**src/rtl/uart_pkg.sv**
```systemverilog
// Shared definitions for the parametrised UART transmitter: FSM state
// encoding and parity-sense constants.
package uart_pkg;

    typedef enum logic [2:0] {
        ST_IDLE   = 3'd0,
        ST_START  = 3'd1,
        ST_DATA   = 3'd2,
        ST_PARITY = 3'd3,
        ST_STOP   = 3'd4
    } state_e;

    localparam logic PAR_EVEN = 1'b0;
    localparam logic PAR_ODD  = 1'b1;

    // Map the PARITY_ODD parameter onto the parity sense bit XORed into ^data.
    function automatic logic par_sense(input int unsigned odd);
        return (odd != 0) ? PAR_ODD : PAR_EVEN;
    endfunction

endpackage

```
**src/rtl/uart_sync_fifo.sv**
```systemverilog
// Synchronous FIFO buffering bytes for the UART transmitter.
// DEPTH must be a power of two so the pointers wrap naturally.
// A write while full is ignored; a simultaneous write and read keeps level.
module uart_sync_fifo #(
    parameter int unsigned WIDTH = 8,
    parameter int unsigned DEPTH = 4
) (
    input  logic                   clk_i,
    input  logic                   reset_i,
    input  logic                   wr_i,
    input  logic [WIDTH-1:0]       wdata_i,
    input  logic                   rd_i,
    output logic [WIDTH-1:0]       rdata_o,
    output logic                   full_o,
    output logic                   empty_o,
    output logic [$clog2(DEPTH):0] level_o
);

    localparam int unsigned AW = $clog2(DEPTH);
    localparam int unsigned LW = AW + 1;

    logic [WIDTH-1:0] mem_q [DEPTH];
    logic [AW-1:0]    wptr_q;
    logic [AW-1:0]    rptr_q;
    logic [LW-1:0]    level_q;
    logic             do_wr;
    logic             do_rd;

    assign full_o  = (level_q == LW'(DEPTH));
    assign empty_o = (level_q == '0);
    assign do_wr   = wr_i && !full_o;
    assign do_rd   = rd_i && !empty_o;
    assign rdata_o = mem_q[rptr_q];
    assign level_o = level_q;

    // Storage array: written at the write pointer, no reset needed.
    always_ff @(posedge clk_i) begin
        if (do_wr) begin
            mem_q[wptr_q] <= wdata_i;
        end
    end

    // Pointers and occupancy; reset flushes the FIFO.
    always_ff @(posedge clk_i) begin
        if (reset_i) begin
            wptr_q  <= '0;
            rptr_q  <= '0;
            level_q <= '0;
        end else begin
            if (do_wr) begin
                wptr_q <= wptr_q + 1'b1;
            end
            if (do_rd) begin
                rptr_q <= rptr_q + 1'b1;
            end
            case ({do_wr, do_rd})
                2'b10:   level_q <= level_q + 1'b1;
                2'b01:   level_q <= level_q - 1'b1;
                default: level_q <= level_q;
            endcase
        end
    end

endmodule

```
**src/rtl/uart_tx_fifo_param.sv**
```systemverilog
// Parametrised UART transmitter with input FIFO, clocked at the bit rate.
// Frame: start, LSB-first data, optional parity, STOP_BITS stop bits.
// Optional feature macro: UART_TX_PARITY_EN (adds one parity bit per frame).
module uart_tx_fifo_param
    import uart_pkg::*;
#(
    parameter int unsigned DATA_BITS  = 8,
    parameter int unsigned STOP_BITS  = 1,
    parameter int unsigned FIFO_DEPTH = 4,
    parameter int unsigned PARITY_ODD = 0
) (
    input  logic                        clk_div,
    input  logic                        reset,
    input  logic [DATA_BITS-1:0]        din,
    input  logic                        wr_en,
    output logic                        full,
    output logic [$clog2(FIFO_DEPTH):0] level,
    output logic                        busy,
    output logic                        done,
    output logic                        overflow,
    output logic                        tx
);

    localparam int unsigned BW        = $clog2(DATA_BITS + 1);
    localparam logic        STOP_LAST = 1'(STOP_BITS - 1);

    state_e                 state_q, state_d;
    logic [DATA_BITS-1:0]   shift_q, shift_d;
    logic [BW-1:0]          bitcnt_q, bitcnt_d;
    logic                   stopcnt_q, stopcnt_d;
    logic                   tx_q, tx_d;
    logic                   overflow_q, overflow_d;
    logic [DATA_BITS-1:0]   head;
    logic                   empty;
    logic                   pop;
`ifdef UART_TX_PARITY_EN
    localparam logic        PAR_SENSE = par_sense(PARITY_ODD);
    logic                   par_q, par_d;
`endif

    param_legal_a: assert property (@(posedge clk_div)
        (DATA_BITS >= 5) && (DATA_BITS <= 9) &&
        (STOP_BITS >= 1) && (STOP_BITS <= 2) &&
        (FIFO_DEPTH >= 2) && (FIFO_DEPTH <= 16) &&
        ((FIFO_DEPTH & (FIFO_DEPTH - 1)) == 0) &&
        (PARITY_ODD <= 1));

    uart_sync_fifo #(
        .WIDTH (DATA_BITS),
        .DEPTH (FIFO_DEPTH)
    ) u_fifo (
        .clk_i   (clk_div),
        .reset_i (reset),
        .wr_i    (wr_en),
        .wdata_i (din),
        .rd_i    (pop),
        .rdata_o (head),
        .full_o  (full),
        .empty_o (empty),
        .level_o (level)
    );

    // State register plus shift register, counters, line and sticky overflow.
    always_ff @(posedge clk_div) begin
        if (reset) begin
            state_q    <= ST_IDLE;
            shift_q    <= '0;
            bitcnt_q   <= '0;
            stopcnt_q  <= 1'b0;
            tx_q       <= 1'b1;
            overflow_q <= 1'b0;
`ifdef UART_TX_PARITY_EN
            par_q      <= 1'b0;
`endif
        end else begin
            state_q    <= state_d;
            shift_q    <= shift_d;
            bitcnt_q   <= bitcnt_d;
            stopcnt_q  <= stopcnt_d;
            tx_q       <= tx_d;
            overflow_q <= overflow_d;
`ifdef UART_TX_PARITY_EN
            par_q      <= par_d;
`endif
        end
    end

    // Next-state logic; the shift register moves right so tx always takes bit 0.
    always_comb begin
        state_d    = state_q;
        shift_d    = shift_q;
        bitcnt_d   = bitcnt_q;
        stopcnt_d  = stopcnt_q;
        tx_d       = tx_q;
        pop        = 1'b0;
        overflow_d = overflow_q | (wr_en & full);
`ifdef UART_TX_PARITY_EN
        par_d      = par_q;
`endif
        case (state_q)
            ST_IDLE: begin
                if (!empty) begin
                    pop     = 1'b1;
                    shift_d = head;
                    tx_d    = 1'b0;
                    state_d = ST_START;
`ifdef UART_TX_PARITY_EN
                    par_d   = (^head) ^ PAR_SENSE;
`endif
                end else begin
                    tx_d = 1'b1;
                end
            end
            ST_START: begin
                tx_d     = shift_q[0];
                shift_d  = shift_q >> 1;
                bitcnt_d = BW'(1);
                state_d  = ST_DATA;
            end
            ST_DATA: begin
                if (bitcnt_q < BW'(DATA_BITS)) begin
                    tx_d     = shift_q[0];
                    shift_d  = shift_q >> 1;
                    bitcnt_d = bitcnt_q + 1'b1;
                end else begin
                    stopcnt_d = 1'b0;
`ifdef UART_TX_PARITY_EN
                    tx_d      = par_q;
                    state_d   = ST_PARITY;
`else
                    tx_d      = 1'b1;
                    state_d   = ST_STOP;
`endif
                end
            end
`ifdef UART_TX_PARITY_EN
            ST_PARITY: begin
                tx_d      = 1'b1;
                stopcnt_d = 1'b0;
                state_d   = ST_STOP;
            end
`endif
            ST_STOP: begin
                if (stopcnt_q == STOP_LAST) begin
                    // Chain straight into the next start bit when data is waiting.
                    if (!empty) begin
                        pop     = 1'b1;
                        shift_d = head;
                        tx_d    = 1'b0;
                        state_d = ST_START;
`ifdef UART_TX_PARITY_EN
                        par_d   = (^head) ^ PAR_SENSE;
`endif
                    end else begin
                        tx_d    = 1'b1;
                        state_d = ST_IDLE;
                    end
                end else begin
                    stopcnt_d = stopcnt_q + 1'b1;
                    tx_d      = 1'b1;
                end
            end
            default: begin
                tx_d    = 1'b1;
                state_d = ST_IDLE;
            end
        endcase
    end

    // Status outputs decoded from the registered state.
    always_comb begin
        busy = (state_q != ST_IDLE);
        done = (state_q == ST_STOP) && (stopcnt_q == STOP_LAST);
    end

    assign tx       = tx_q;
    assign overflow = overflow_q;

endmodule
```
**config.mk**
```make
export PLATFORM = sky130hd
export DESIGN_NAME = uart_tx_fifo_param
export DESIGN_NICKNAME = d
export VERILOG_FILES = /design/src/rtl/uart_pkg.sv /design/src/rtl/uart_sync_fifo.sv /design/src/rtl/uart_tx_fifo_param.sv
export SDC_FILE = /design/constraint.sdc
export NUM_CORES = 1
export LEC_CHECK = 0
export CAP_MARGIN = 20
export CELL_PAD_IN_SITES_DETAIL_PLACEMENT = 1
export CELL_PAD_IN_SITES_GLOBAL_PLACEMENT = 1
export CORE_ASPECT_RATIO = 1.2
export CORE_UTILIZATION = 46
export DETAILED_ROUTE_END_ITERATION = 8
export DONT_BUFFER_PORTS = 1
export GPL_ROUTABILITY_DRIVEN = 0
export PLACE_DENSITY = 0.73
export SETUP_SLACK_MARGIN = 0.15
export SLEW_MARGIN = 20
export SYNTH_ARGS = -nofsm -noshare
export SYNTH_HDL_FRONTEND = slang
export SYNTH_SLANG_ARGS = --single-unit
```
**constraint.sdc**
```tcl
create_clock -name clk_div -period 2.1 [get_ports clk_div]
set_input_delay 0 -clock clk_div [delete_from_list [all_inputs] [get_ports clk_div]]
set_output_delay 0 -clock clk_div [all_outputs]
set_load 0.05 [all_outputs]
```
### Yosys cells after proc, flatten, opt, wreduce, memory -nomap -nowiden

Memories as Yosys holds them, arrays and structs flattened. A register that Yosys moved wholly into a read port is not among the register bits.
Cells that the tools add are included.

| storage, ports and cells | value |
|---|---|
| output and inout bits | 8 |
| memories kept | 1 |
| register bits after elaboration | 25 |
| RAM bits | 32 |
| word-level logic and storage cells | 72 |

| operators by class | value |
|---|---|
| reductions and logical operators | 16 |
| equal/unequal tests | 10 |
| bitwise logic cells | 3 |
| multiplexer cells | 26 |
| add/sub/neg operators | 6 |
| $lt $le $gt $ge | 1 |

Memory list:

| name | words | width | read ports | clocked after memory_dff | wr ports | RTL line | source |
|---|---|---|---|---|---|---|---|
| u_fifo.mem_q | 4 | 8 | 1 | 1 | 1 | uart_sync_fifo.sv:22 | `logic [WIDTH-1:0] mem_q [DEPTH];` |

Operators with widths:

| kind | number |
|---|---|
| 8-bit case mux with 4 select lines | 1 |
| 8-bit two-way mux | 3 |
| 3-bit case mux with 4 select lines | 1 |
| 1-bit two-way mux | 10 |
| 3-bit two-way mux | 3 |
| 2-bit inequality test, second input constant | 4 |
| 4-bit case mux with 2 select lines | 1 |
| 3-bit equality test, second input constant | 2 |
| 3-bit logical NOT | 2 |
| 3-bit case mux with 2 select lines | 1 |
| 3-bit AND reduction | 2 |
| 2-bit nonzero test | 3 |
| 2-bit by 1-bit adder with 2-bit output, second input constant | 2 |
| 4-bit by 1-bit adder with 4-bit output, second input constant | 1 |
| 4-bit < comparator, second input constant | 1 |
| 2-bit two-way mux | 2 |
| 4-bit two-way mux | 1 |
| 1-bit case mux with 2 select lines | 2 |
| 1-bit case mux with 4 select lines | 1 |
| 2-bit AND reduction | 2 |
| 4-bit nonzero test | 1 |
| 3-bit by 1-bit adder with 3-bit output, second input constant | 1 |
| 3-bit by 1-bit equality test with 1-bit output, second input constant | 1 |
| 3-bit by 2-bit equality test with 1-bit output, second input constant | 1 |
| 10 further kinds | 13 |

### Depth between registers and ports, before layout

Gate-level depths: netlist of the first run.

| depth | value |
|---|---|
| word-level depth | 7 |
| depth in mapped cells | 11 |
| mapped depth without buffers | 10 |

### Modules after synthesis

From an unflattened synthesis of the first run, not the netlist that was laid out.

| second synthesis, totals | value |
|---|---|
| cells, all modules | 181 |
| area total of the unflattened synthesis | 2483.6 sq um |

Modules (own cells, without submodules):

| module | instances | area an instance (sq um) | cells each |
|---|---|---|---|
| uart_sync_fifo | 1 | 1635.3 | 96 |
| uart_tx_fifo_param | 1 | 848.3 | 85 |

### Worst setup path after synthesis of the first run

Ideal clock, no wire load.

| timing | value |
|---|---|
| path type | register to register |
| start | register u_fifo.level_q[2] (netlist: u_fifo.level_o[2]) |
| end | register u_fifo.level_q[2] (netlist: u_fifo.level_o[2]) |
| stages on the path, launching flop included | 12 |
| slack | -0.895 ns |
| data required time | 2.029 ns |
| path buffers | 1 |
| data arrival time | 2.924 ns |
| cell sequence | dfxtp_1 or3b_2 clkbuf_1 inv_1 nor2_1 inv_1 ha_1 inv_1 fa_1 xor2_1 or3_1 a21oi_1 |

RTL lines:

| item | RTL line | source |
|---|---|---|
| from (decl) | uart_sync_fifo.sv:25 | `logic [LW-1:0] level_q;` |
| from (signal assigned) | uart_sync_fifo.sv:57 | `2'b10: level_q <= level_q + 1'b1;` |
| from (signal assigned) | uart_sync_fifo.sv:58 | `2'b01: level_q <= level_q - 1'b1;` |
| from (signal assigned) | uart_sync_fifo.sv:59 | `default: level_q <= level_q;` |
| 3-bit equality test (*) | uart_sync_fifo.sv:29 | `assign full_o = (level_q == LW'(DEPTH));` |
| named net full | uart_tx_fifo_param.sv:16 | `output logic full,` |
| 1-bit logical NOT (*) | uart_sync_fifo.sv:31 | `assign do_wr = wr_i && !full_o;` |
| 1-bit logical AND (*) | uart_sync_fifo.sv:31 |  |
| 2-bit by 1-bit equality test with 1-bit output or 2-bit equality test (tied branches) | uart_sync_fifo.sv:56 | `case ({do_wr, do_rd})` |
| 3-bit case mux with 2 select lines or 2-bit nonzero test (tied branches) | n/a |  |

The timed path passes the listed nets; every way through them passes the cells marked *.
A chain may end at the register's enable or synchronous reset.

### Worst setup path in the final report of the first run

| timing | value |
|---|---|
| start | register u_fifo.level_q[2] (netlist: u_fifo.level_o[2]) |
| end | register u_fifo.level_q[2] (netlist: u_fifo.level_o[2]) |

| on the way | value |
|---|---|
| longest elaborated chain between the ends | 7 |

RTL lines:

| item | RTL line | source |
|---|---|---|
| 3-bit logical NOT | uart_sync_fifo.sv:30 | `assign empty_o = (level_q == '0);` |
| 1-bit two-way mux | uart_tx_fifo_param.sv:102, uart_tx_fifo_param.sv:146 |  |
| 1-bit two-way mux | uart_tx_fifo_param.sv:144 | `if (stopcnt_q == STOP_LAST) begin` |
| 1-bit case mux with 2 select lines | uart_tx_fifo_param.sv:100 | `case (state_q)` |
| 1-bit logical AND | uart_sync_fifo.sv:32 | `assign do_rd = rd_i && !empty_o;` |
| 2-bit by 1-bit equality test with 1-bit output or 2-bit equality test (tied branches) | uart_sync_fifo.sv:56 |  |
| 3-bit case mux with 2 select lines or 2-bit nonzero test (tied branches) | n/a |  |

Several ways; a longest one is shown, not always the timed one.

==> results of run 1 <==
metal layers:
metal | track usage, % | vias to the layer above
met3 | 7.830 | 10
met1 | 23.73 | 912
met5 | 0 | -
li1 | - | 831
met4 | 9.592 | 0
met2 | 43.11 | 35
registers in the layout, summed over array words and instances (netlist names), named ones only:
signal and cells:
tx 1, shift_q 8, overflow 1, bitcnt_q 4, u_fifo.wptr_q 2, u_fifo.rptr_q 2, u_fifo.level_o 3, state_q 3
u_fifo.mem_q 32
worst reg2reg max path, cell delays in order, from the launching register on:
cell and delay [ps]:
dfxtp_4 360, or3b_4 400, clkinvlp_4 80, nor2_1 40
inv_1 90, ha_4 150, inv_2 40, fa_2 350
xor2_1 170, or3_4 350, a21oi_2 160
cells by family (layout without fill, tap and decap cells):
logic type,after synthesis,count (layout),share of synthesized area (%)
buffers and inverters,25,74,4.605
XOR/XNOR,4,4,1.417
AO/OA/AOI/OAI,46,46,12.15
flip-flops,58,58,59.92
multiplexers,8,8,7.287
AND/OR/NAND/NOR,47,47,10.78
adder cells (fa/ha/maj),7,7,3.846
cell usage in the layout, fill, tap and decap left out, types with 8 or more instances in the layout:
cell type / count
mux4_2: 8
nor2_1: 8
a21oi_1: 11
dfxtp_1: 23
clkbuf_8: 9
inv_1: 9
o21ai_0: 13
edfxtp_1: 32
nand3_1: 11
dlygate4sd3_1: 13
buf_4: 30
cells in the mapped netlist, drive strengths merged (2+ instances only):
library cell / number
nand3: 11
clkbuf: 7
a2111oi: 8
nor2: 9
buf: 5
ha: 6
o21ai: 13
or3: 3
nand2: 5
nor3b: 3
a311oi: 7
a21oi: 13
a211oi: 2
inv: 12
mux4: 8
dfxtp: 26
edfxtp: 32
or3b: 2
nor3: 3
and3: 4
xor2: 3
metrics by stage:
stage               TNS [ps]  instance area (sq um)
floorplan             -605.1                   2502
global placement           0                   2615
detailed placement    -98.58                   2615
CTS                   -150.8                   3055
global route          -451.8                   3097
finish                -343.3                   3097
final timing paths:
path	cells past startpoint	endpoint	slack [ps]	from
worst max-delay path	10	u_fifo.level_o[2]	-180	u_fifo.level_o[2]
worst max register to register	10	u_fifo.level_o[2]	-180	u_fifo.level_o[2]
worst min register to register	2	shift_q[2]	490	shift_q[3]
worst min-delay path	1	u_fifo.level_o[1]	-260	reset
power by group through the flow:
stage | Combinational [mW] | Sequential [mW] | Clock [mW]
global route | 2.38 | 1.60 | 0.873
finish | 2.24 | 1.58 | 0.809
CTS | 2.03 | 1.57 | 0.831
global placement | 1.46 | 1.57 | 0
detailed placement | 1.54 | 1.59 | 0
floorplan | 1.12 | 1.61 | 0
area by class of cell:
class	count	area [sq um]
Fill cell	514	1948
Timing Repair Buffer	46	397.9
Sequential cell	58	1490
Clock inverter	5	22.52
Inverter	13	52.55
Clock buffer	10	127.6
Multi-Input combinational cell	112	930.9
Tap cell	60	75.07
repair_timing:
item | 4_1_cts | 5_1_grt
pin swaps | 6 | 4
hold endpoints to repair | 58 | 22
buffers inserted | 16 | 2
hold buffers | 13 | 1
setup endpoints to repair | 2 | 13
resized for setup | 10 | 7
==> results.toml, run 1 <==
[synthesis]
synth-edff-count = 32
ys_top_cells_by_area = "edfxtp_1, dfxtp_1, mux4_2"
synthArstFlopShare_pct = 0
syn_inst = 195
yosys_warnings = 0
yosysTopAreaCell = "edfxtp_1"
syn_nets = 213
synth_top_cell_area_share_pct = 38.87
avgSynthCellArea_sq_um = 12.68
synth_seq_cells = 58
synthDistinctLibCells = 37
synth_top_flop_cell = "edfxtp_1"
ys_seq_area_share_pct = 59.92
syn_area_sq_um = 2472

[setup_path]
crit_family = "simple AND/OR/NAND/NOR gates"
slowest_stage = "or3b_4"
crit_chain = "or3b_4, clkinvlp_4, nor2_1, inv_1, ha_4, inv_2, fa_2, xor2_1, or3_4, a21oi_2"
cp_max_fo = 2
arrival_ps = 2530
end_kind = "register"
critPathKind = "register to register"
cp_num_buf_inv = 3
required_ps = 2350
slowest_delay_ps = 400
worstSetupStartpointType = "register"

[floorplan]
row_count = 28
die-height_um = 82.31
core_sq_um = 5045
ios = 19
initial_core_util_pct = 49.01
dieArea_sq_um = 5673
die_w_um = 68.93

[timing]
final.period_utilization_pct = 108.5
tightest_slew_ps = 653.6
max-slew-margin-rel_pct = 56.28
min_period_ps = 2278
finalHoldViolCount = 21
setup_slack_ps = -177.7
finClkSkew_ps = 8.307
drv_slew = 0
setup_violations = 2
clock.fmax_mhz = 439.0
rsz0062_at_grt = "yes"
timing.hold.ws_ps = -259.5

[global_route]
grt_max_degree = 27
grtUsageTotal_pct = 23.49
grt_pass1_vias = 1924
grt-ovfl-total = 0
grt_pass1_wl_um = 9080
antenna_found_initial = 0

[power_and_ir_drop]
pwr-share-seq_pct = 34.1
ir_drop_uv = 656.2
power_mw = 4.628
switching_share_pct = 37.97
p_int_mw = 2.871
clockPowerShare_pct = 17.5
p_comb_share_pct = 48.4
p_sw_mw = 1.757
leakage_nw = 1.125
power_density_nw_per_um2 = 1495

[route]
wl_per_cell_um = 19.68
routed-wl-met3_um = 179
drt-met1-wl_um = 2254
highest_layer = "met4"
ant_nets = 0
drc = 0
drt_pass1_iterations = 4
post_drt_via_cell_ratio = 5.882
wl_met2_um = 3453
drt_wl_total_um = 5982
num_vias = 1788
drt_iter0_markers = 96

[cells_and_area]
antennaDiodeCount = 0
postLayoutCoreUtil_pct = 61.38
stdcell_count = 304
nets = 258
area_delta_synth_final_pct = 25.25
final_layout_size_suffix_gt1_share_pct = 30.33

[placement]
dp_hpwl_um = 3540
post-place-ws_ps = -98.58
dp_cells = 258
portBuffers = 0

[clock_network]
htreeDepth = 3
cts-root-buf = "clkbuf_8"
cts_tree = "yes"
max-clock-path-buffers = 2
clk_pin_slew_ps = 60
numCtsBuffers = 9
cts_sinks = 58
clk_latency_ps = 330

[run_status]
violations = "negative hold slack, negative setup slack"
outcome = "complete, but fails checks"

[flow_run]
drv_cap = 0

[hold_path]
min_path_type = "input pin to register"
Power figures use the tool's default switching activity.
==> run 2, diff against run 1 <==
--- a/config.mk
+++ b/config.mk
@@ -9,11 +9,11 @@
 export CELL_PAD_IN_SITES_DETAIL_PLACEMENT = 1
 export CELL_PAD_IN_SITES_GLOBAL_PLACEMENT = 1
 export CORE_ASPECT_RATIO = 1.2
-export CORE_UTILIZATION = 46
+export CORE_UTILIZATION = 45
 export DETAILED_ROUTE_END_ITERATION = 8
 export DONT_BUFFER_PORTS = 1
 export GPL_ROUTABILITY_DRIVEN = 0
-export PLACE_DENSITY = 0.73
+export PLACE_DENSITY = 0.72
 export SETUP_SLACK_MARGIN = 0.15
 export SLEW_MARGIN = 20
 export SYNTH_ARGS = -nofsm -noshare
==> run 2 against run 1 <==
The flow still finishes with violations (negative hold slack, negative setup slack); global-route usage shrank 3.5 points; first-iteration DRC count grew 1.0%; hold slack is essentially flat; die area grew 2.2%; sequential cell count is the same; count of clock-buffer cells in the layout shrank 1; fmax grew 8.4%; total power shrank 2.4%; cell count shrank 3.0%; clock skew grew 1.6 ps; routed wire length shrank 7.5%; largest cell class unchanged.
==> results.toml, run 2 (synthesis gave the netlist of run 1 again) <==
[run_status]
outcome = "complete, but fails checks"
violations = "negative hold slack, negative setup slack"

[cells_and_area]
final_layout_size_suffix_gt1_share_pct = 30.90
nets = 246
postLayoutCoreUtil_pct = 58.31
antennaDiodeCount = 0
largest_reg_flops = 32
regMostFlops = "u_fifo.mem_q"
nFillCells = 522
final_common_cell = "edfxtp_1"
top_regs = "u_fifo.mem_q (32), shift_q (8), bitcnt_q (4)"
mostFrequentLayoutCells = "edfxtp_1, dfxtp_1, dlygate4sd3_1, buf_4"
area_delta_synth_final_pct = 24.95

[setup_path]
arrival_ps = 2360
cp_max_fo = 5
slowest_delay_ps = 340
crit_chain = "buf_4, buf_12, or3_4, nand2_2, inv_2, ha_4, inv_2, fa_2, xor2_1, o21ai_0, a21oi_1"
required_ps = 2360
slowest_stage = "dfxtp_4"
end_kind = "register"
critPathMostFrequentCell = "inv_2"
worstSetupStartpointType = "register"
critPathKind = "register to register"

[timing]
drv_slew = 0
setup_slack_ps = -1.434
finClkSkew_ps = 9.877
min_period_ps = 2101
tightest_slew_ps = 874.1
timing.hold.ws_ps = -259.5
finalHoldViolCount = 19
setup_violations = 1
final.period_utilization_pct = 100.1
clock.fmax_mhz = 475.9
max-slew-margin-rel_pct = 41.47
rsz0062_at_grt = "yes"

[hold_path]
min_path_type = "input pin to register"

[floorplan]
die_w_um = 69.67
dieArea_sq_um = 5796
row_count = 29
die-height_um = 83.20
initial_core_util_pct = 46.67
ios = 19
core_sq_um = 5298

[route]
post_drt_via_cell_ratio = 5.814
drc = 0
wl_per_cell_um = 18.75
ant_nets = 0
num_vias = 1715
drt_pass1_iterations = 4
drt_wl_total_um = 5532
drt_iter0_markers = 97

[clock_network]
max-clock-path-buffers = 2
clk_pin_slew_ps = 70
htreeDepth = 3
cts_tree = "yes"
clk_latency_ps = 330
cts-root-buf = "clkbuf_8"
numCtsBuffers = 9
cts_sinks = 58

[global_route]
antenna_found_initial = 0
grtUsageTotal_pct = 19.96
grt_pass1_wl_um = 8859
grt-ovfl-total = 0
grt_pass1_vias = 1834
grt_max_degree = 27

[placement]
post-place-ws_ps = -56.47
dp_hpwl_um = 3574
portBuffers = 0

[power_and_ir_drop]
power_mw = 4.517
power_density_nw_per_um2 = 1462
leakage_nw = 1.092
ir_drop_uv = 663.7

[flow_run]
drv_cap = 0
## run 2: changes by cell type in the layout (fill, tap and decap cells not counted), sizes merged
cell / previous run / this run
bufinv: 0 / 1
clkinv: 6 / 5
clkbuf: 10 / 9
buf: 33 / 19
dlygate4sd3: 13 / 15
clkinvlp: 1 / 3
## run 2: power by group
part	switching (mW)	internal, mW
registers	0.166	1.41
logic	1.11	0.878
clock network	0.422	0.533
## run 2: critical path, delay by kind of cell (launching register included)
| family | cells | cell delay [ps] |
|---|---|---|
| buffers and inverters | 4 | 380 |
| AOI/OAI and AO/OA | 2 | 330 |
| DFF | 1 | 340 |
| adders and majority gates | 2 | 330 |
| and+or+nand+nor | 2 | 420 |
| xor gates and xnor gates | 1 | 220 |
## run 2: worst paths after layout
kind / from / to / slack [ps] / cells past startpoint
max: u_fifo.level_o[2] / u_fifo.level_o[2] / -1 / 11
min: reset / u_fifo.level_o[1] / -260 / 1
max reg2reg: u_fifo.level_o[2] / u_fifo.level_o[2] / -1 / 11
min reg2reg: shift_q[7] / shift_q[6] / 510 / 2
## run 2: what timing repair did
action                                 in CTS  in global routing
endpoints found under the hold margin      58                 20
resized for setup                           1                 30
setup buffers                               2                  2
setup endpoints to repair                   3                  8
pin swaps                                   2                  4
gates cloned                                0                  1
hold buffers                               16                  1
## run 2: stage by stage
stage	cell area [sq um]	TNS [ps]	instances	hold slack, ps
2_1_floorplan	2502	-605.1	195	98.87
4_1_cts	2972	-53.11	293	-282.7
5_1_grt	3089	-90.55	295	-287.8
3_3_place_gp	2610	0	259	67.31
3_5_place_dp	2610	-56.47	259	68.90
6_report	3089	-1.434	295	-259.5
## run 2: area by class of cell
class | count | area (sq um) | share of cell area [%]
multi-input cells | 112 | 965.9 | 31.27
repair buffers | 34 | 314.1 | 10.17
flip-flops and latches | 58 | 1491 | 48.28
clock inverters | 7 | 60.06 | 1.944
inverters | 13 | 56.30 | 1.823
well taps | 62 | 77.57 | 2.511
clock buffers | 9 | 123.9 | 4.010
## run 2: routing by layer
metal	up-vias	global-route usage, %	wire (um)
li1	812	-	-
met1	866	23.32	2250
met2	27	35.13	3011
met3	10	4.612	153
met4	0	8.182	117
met5	-	0	0
